<file path="config.mk">
export PLATFORM = sky130hd
export DESIGN_NAME = mem_arbiter
export DESIGN_NICKNAME = d
export VERILOG_FILES = /design/src/rtl/mem_arbiter.sv
export SDC_FILE = /design/constraint.sdc
export NUM_CORES = 1
export LEC_CHECK = 0
export ABC_AREA = 1
export CAP_MARGIN = 20
export CORE_UTILIZATION = 39
export DETAILED_ROUTE_END_ITERATION = 8
export PLACE_DENSITY_LB_ADDON = 0.1
export SLEW_MARGIN = 20
export SYNTH_ARGS = -nofsm -noshare
export SYNTH_HDL_FRONTEND = slang
export SYNTH_SLANG_ARGS = --single-unit
</file>
<file path="constraint.sdc">
create_clock -name clk_i -period 11.2 [get_ports clk_i]
set_clock_uncertainty 0.2 [all_clocks]
set_input_delay 1.68 -clock clk_i [delete_from_list [all_inputs] [get_ports clk_i]]
set_output_delay 1.68 -clock clk_i [all_outputs]
set_load 0.01 [all_outputs]
</file>
<file path="src/rtl/mem_arbiter.sv">
// Two-port arbiter (instruction fetch and data) in front of one single-port memory.
// The data port wins ties, but a fetch is forced through after STARVE_MAX back-to-back data grants.
module mem_arbiter #(
  parameter int TIMEOUT    = 15,
  parameter int STARVE_MAX = 3
) (
  input  logic        clk_i,
  input  logic        rst_i,
  input  logic        if_req_i,
  input  logic [31:0] if_addr_i,
  output logic [31:0] if_rdata_o,
  output logic        if_ready_o,
  input  logic        dm_req_i,
  input  logic        dm_we_i,
  input  logic [31:0] dm_addr_i,
  input  logic [31:0] dm_wdata_i,
  output logic [31:0] dm_rdata_o,
  output logic        dm_ready_o,
  output logic        mem_req_o,
  output logic        mem_we_o,
  output logic [31:0] mem_addr_o,
  output logic [31:0] mem_wdata_o,
  input  logic        mem_ack_i,
  input  logic [31:0] mem_rdata_i,
  output logic        stall_o,
  output logic        err_o
);

  localparam logic [1:0] IDLE = 2'd0;
  localparam logic [1:0] BUSY = 2'd1;
  localparam logic [1:0] RESP = 2'd2;

  // busy_cnt holds the number of BUSY cycles already spent, so this value marks the last one.
  localparam logic [7:0] BUSY_LAST  = 8'(TIMEOUT - 1);
  localparam logic [3:0] STARVE_LIM = 4'(STARVE_MAX);

  logic [1:0]  state;
  logic [3:0]  starve_cnt;
  logic [7:0]  busy_cnt;
  logic        gnt_if;
  logic        we_q;
  logic [31:0] addr_q;
  logic [31:0] wdata_q;
  logic        fetch_prio;
  logic        grant_dm;
  logic        grant_if;

  assign fetch_prio = if_req_i && (starve_cnt == STARVE_LIM);
  assign grant_dm   = (state == IDLE) && dm_req_i && !fetch_prio;
  assign grant_if   = (state == IDLE) && if_req_i && !grant_dm;

  // Bus strobes decode straight from state, so an asynchronous reset drops them at once.
  assign mem_req_o   = (state == BUSY);
  assign mem_we_o    = (state == BUSY) && we_q;
  assign mem_addr_o  = addr_q;
  assign mem_wdata_o = wdata_q;
  assign if_ready_o  = (state == RESP) && gnt_if;
  assign dm_ready_o  = (state == RESP) && !gnt_if;
  assign stall_o     = (if_req_i && !if_ready_o) || (dm_req_i && !dm_ready_o);

  // NOTE: sequential state uses non-blocking assignments only, so every register sees the
  // pre-edge values of its neighbours regardless of statement order in this block.
  always_ff @(posedge clk_i or posedge rst_i) begin
    if (rst_i) begin
      state      <= IDLE;
      starve_cnt <= '0;
      busy_cnt   <= '0;
      gnt_if     <= 1'b0;
      we_q       <= 1'b0;
      addr_q     <= '0;
      wdata_q    <= '0;
      if_rdata_o <= '0;
      dm_rdata_o <= '0;
      err_o      <= 1'b0;
    end else begin
      case (state)
        IDLE: begin
          if (grant_dm || grant_if) begin
            state    <= BUSY;
            busy_cnt <= '0;
            gnt_if   <= grant_if;
            addr_q   <= grant_if ? if_addr_i : dm_addr_i;
            we_q     <= grant_dm && dm_we_i;
            wdata_q  <= grant_if ? '0 : dm_wdata_i;
            if (grant_if) begin
              starve_cnt <= '0;
            end else if (if_req_i && (starve_cnt != STARVE_LIM)) begin
              starve_cnt <= starve_cnt + 4'd1;
            end
          end
        end
        BUSY: begin
          // An ack on the final cycle takes precedence over the timeout.
          if (mem_ack_i) begin
            state <= RESP;
            if (gnt_if) begin
              if_rdata_o <= mem_rdata_i;
            end else if (!we_q) begin
              dm_rdata_o <= mem_rdata_i;
            end
          end else if (busy_cnt == BUSY_LAST) begin
            state <= RESP;
            err_o <= 1'b1;
            if (gnt_if) begin
              if_rdata_o <= '0;
            end else if (!we_q) begin
              dm_rdata_o <= '0;
            end
          end else begin
            busy_cnt <= busy_cnt + 8'd1;
          end
        end
        RESP: begin
          state <= IDLE;
        end
        default: begin
          state <= IDLE;
        end
      endcase
    end
  end

endmodule

</file>
==> impl_metrics.toml <==
[power]
powerDensity_mw_per_mm2 = 259
netSwitchingFraction_pct = 35.7
p_int_mw = 1.67
power.net_switching_mw = 0.927
combPwrFrac_pct = 44.0
irDropWorstVdd_mv = 0.125
p_leak_nw = 5.03
clkPwrFrac_pct = 22.2
power_frac_seq_pct = 33.8
p_total_mw = 2.60

[sta]
final-hold-violation-count = 0
timing.final.ws_setup_ns = 6.27
setup_viol = 0
period_share_pct = 44.0
slew_viol_final = 0
period_minus_slack_ns = 4.93
rsz0062_at_grt = "no"
worstMarginPinSlew_ns = 0.902
timing.hold.ws_ns = 0.253
tns_ns = 0
max_freq_ghz = 0.203
max_slew_margin_pct = 39.7

[logic_synthesis]
synthTopCellsByArea = "dfrtp_1 54%, nand2_1 18%, nand4_1 6.1%, inv_1 3.5%, a22o_1 2.4%"
synth_warnings = 0
ys_types = 30
ys_seq_area_share_pct = 54.2
avgSynthCellArea_um2 = 8.28
ys_ff_latch = 145
syn_nets = 946
synth_top_area_share_pct = 54.2
synth.largest_area_cell = "dfrtp_1"
synthesis.area_mm2 = 0.00670
netlist_instances = 809

[setup_path]
reg2regPathDepth = 7
timing.rr.end = "if_rdata_o[2]"
arrival_ns = 3.05
rrSetupSlack_ns = 8.18
crit_required_ns = 9.32
worstReg2RegStart = "busy_cnt[0]"
critPathLaunchType = "input pin"
critPathCaptureType = "output pin"
cp_max_fo = 4
worstSetupPathType = "in -> out"

[placed_design]
dp_worst_setup_slack_ns = 6.28
placedCellCount = 1252
place_area_mm2 = 0.00944
place_congestion = 0.787
port_buffers = 267
dp.final_hpwl_um = 12700

[floorplanning]
start_util_pct = 40.1
core_mm2 = 0.0167
pin_count = 268
die_y_um = 133
dieWidth_um = 133
die-area_mm2 = 0.0177
std_cell_rows = 47

[clock_tree]
clock-sinks = 145
post_cts_buffers = 0
clockBufferDepth = 2
ctsHoldBuffers = 0
clock_latency_ns = 0.41
htree_levels = 4
tritoncts = "done"
path_clk_slew_ns = 0.06
cts_resized = 0
cts_buffers = 17
cts_root_buf = "clkbuf_16"

[cells_and_area]
design_area_mm2 = 0.0100
drive_gt1_share_pct = 5.27
post-route-util_pct = 60.1
fin_nets = 1188
area_growth_pct = 49.9
layout.cells.non_filler = 1283
n_antenna_cell = 0

[route]
viasPerCell = 4.82
dr.pass1.iters = 5
ant_nets = 0
post-route-drc-count = 0
drtIter0Drc = 389
wl_per_cell_um = 15.0
vias = 6187
wirelength_um = 19300

[worst_hold_path]
hold_end = "err_o"
hold_class = "reg -> reg"
min_path_cells = 1
min_from = "err_o"

[global_routing]
grt_pass1_wl_um = 32000
grt_max_degree = 92
grt_overflow = 0
grt_pass1_vias = 6121
globalRouteTotalUtil_pct = 23.1
antenna_found_initial = 0

[run_status]
status = "finished, final reports clean"

[flow_run]
drv_cap = 0
[flip-flops by register name (all words and copies together) (netlist names)]
register     flops
busy_cnt         8
dm_rdata_o      32
err_o            1
gnt_if           1
if_rdata_o      32
mem_addr_o      32
mem_wdata_o     32
starve_cnt       4
state            2
we_q             1
[area by class of cell]
type,instances,area (um2)
Clock buffer,22,464
Multi-Input combinational cell,546,2560
Tap cell,220,275
Fill cell,1529,6660
Timing Repair Buffer,274,2720
Clock inverter,9,133
Sequential cell,145,3630
Inverter,67,256
[cells in the final DEF, fill, tap and decap left out, drive strengths merged]
master         count
nand2            330
inv               67
a21oi              3
clkbuf            22
nor2              35
ha                 3
a21o               1
o22ai              1
nor3               2
dfrtp            145
buf                8
bufinv             3
o21ai             24
nand3b            14
clkinv             4
o21bai             2
nand3             33
or2               14
a22o              18
clkinvlp           2
clkdlybuf4s50    266
nand4             65
xor2               1
[synthesized netlist by cell type]
| cell | count |
|---|---|
| o21ai_0 | 21 |
| buf_6 | 3 |
| clkbuf_1 | 13 |
| buf_2 | 31 |
| o21ai_2 | 2 |
| nor2_1 | 33 |
| buf_1 | 1 |
| o21ai_1 | 1 |
| xor2_1 | 1 |
| nor3_1 | 2 |
| nand4_1 | 65 |
| dfrtp_1 | 145 |
| nand3_2 | 3 |
| a22o_1 | 18 |
| nand2_1 | 329 |
| or2_2 | 6 |
| o22ai_1 | 1 |
| a21o_1 | 1 |
| o21bai_1 | 1 |
| o21bai_4 | 1 |
| inv_1 | 63 |
| ha_1 | 3 |
| buf_4 | 3 |
| nand2_2 | 1 |
| nand3_1 | 30 |
| nor2_2 | 2 |
| or2_0 | 8 |
| inv_2 | 4 |
| nand3b_1 | 14 |
| a21oi_1 | 3 |
[critical path, stage by stage]
cell	delay (ns)
clkdlybuf4s50_1	0.56
inv_1	0.08
o22ai_1	0.16
clkdlybuf4s50_1	0.56
[how the worst max path moves through the flow]
stage               startpoint          end  slack (ns)  cells past startpoint
global route          dm_req_i      stall_o        6.22                      4
CTS                   dm_req_i      stall_o        6.27                      4
finish                dm_req_i      stall_o        6.27                      4
floorplan                rst_i  busy_cnt[0]        5.43                      1
global placement      dm_req_i      stall_o        6.29                      4
detailed placement    dm_req_i      stall_o        6.28                      4
[power groups by stage]
stage	Clock [mW]	Combinational (mW)	Sequential, mW
4_1_cts	0.589	1.16	0.880
6_report	0.576	1.14	0.879
3_5_place_dp	0	1.16	0.880
3_3_place_gp	0	1.15	0.880
2_1_floorplan	0	0.449	0.973
5_1_grt	0.611	1.26	0.907
[logic make-up (layout without fill, tap and decap cells)]
logic type,count (synthesis),in the layout,share of synthesized area (%)
simple gates,493,493,32.4
compound gates,49,49,5.08
flops,145,145,54.2
fa+ha+maj,3,3,0.560
buf+inv,118,372,7.70
xor+xnor,1,1,0.131
[routing by layer]
| metal | share of wire, % | global-route usage, % | vias up | routed length (um) |
|---|---|---|---|---|
| li1 | - | - | 3076 | - |
| met1 | 44 | 29.3 | 2879 | 8480 |
| met2 | 46 | 36.1 | 210 | 8830 |
| met3 | 8.7 | 8.31 | 22 | 1680 |
| met4 | 1.6 | 8.05 | 0 | 306 |
| met5 | 0 | 0 | - | 0 |
Power figures use the tool's default switching activity.
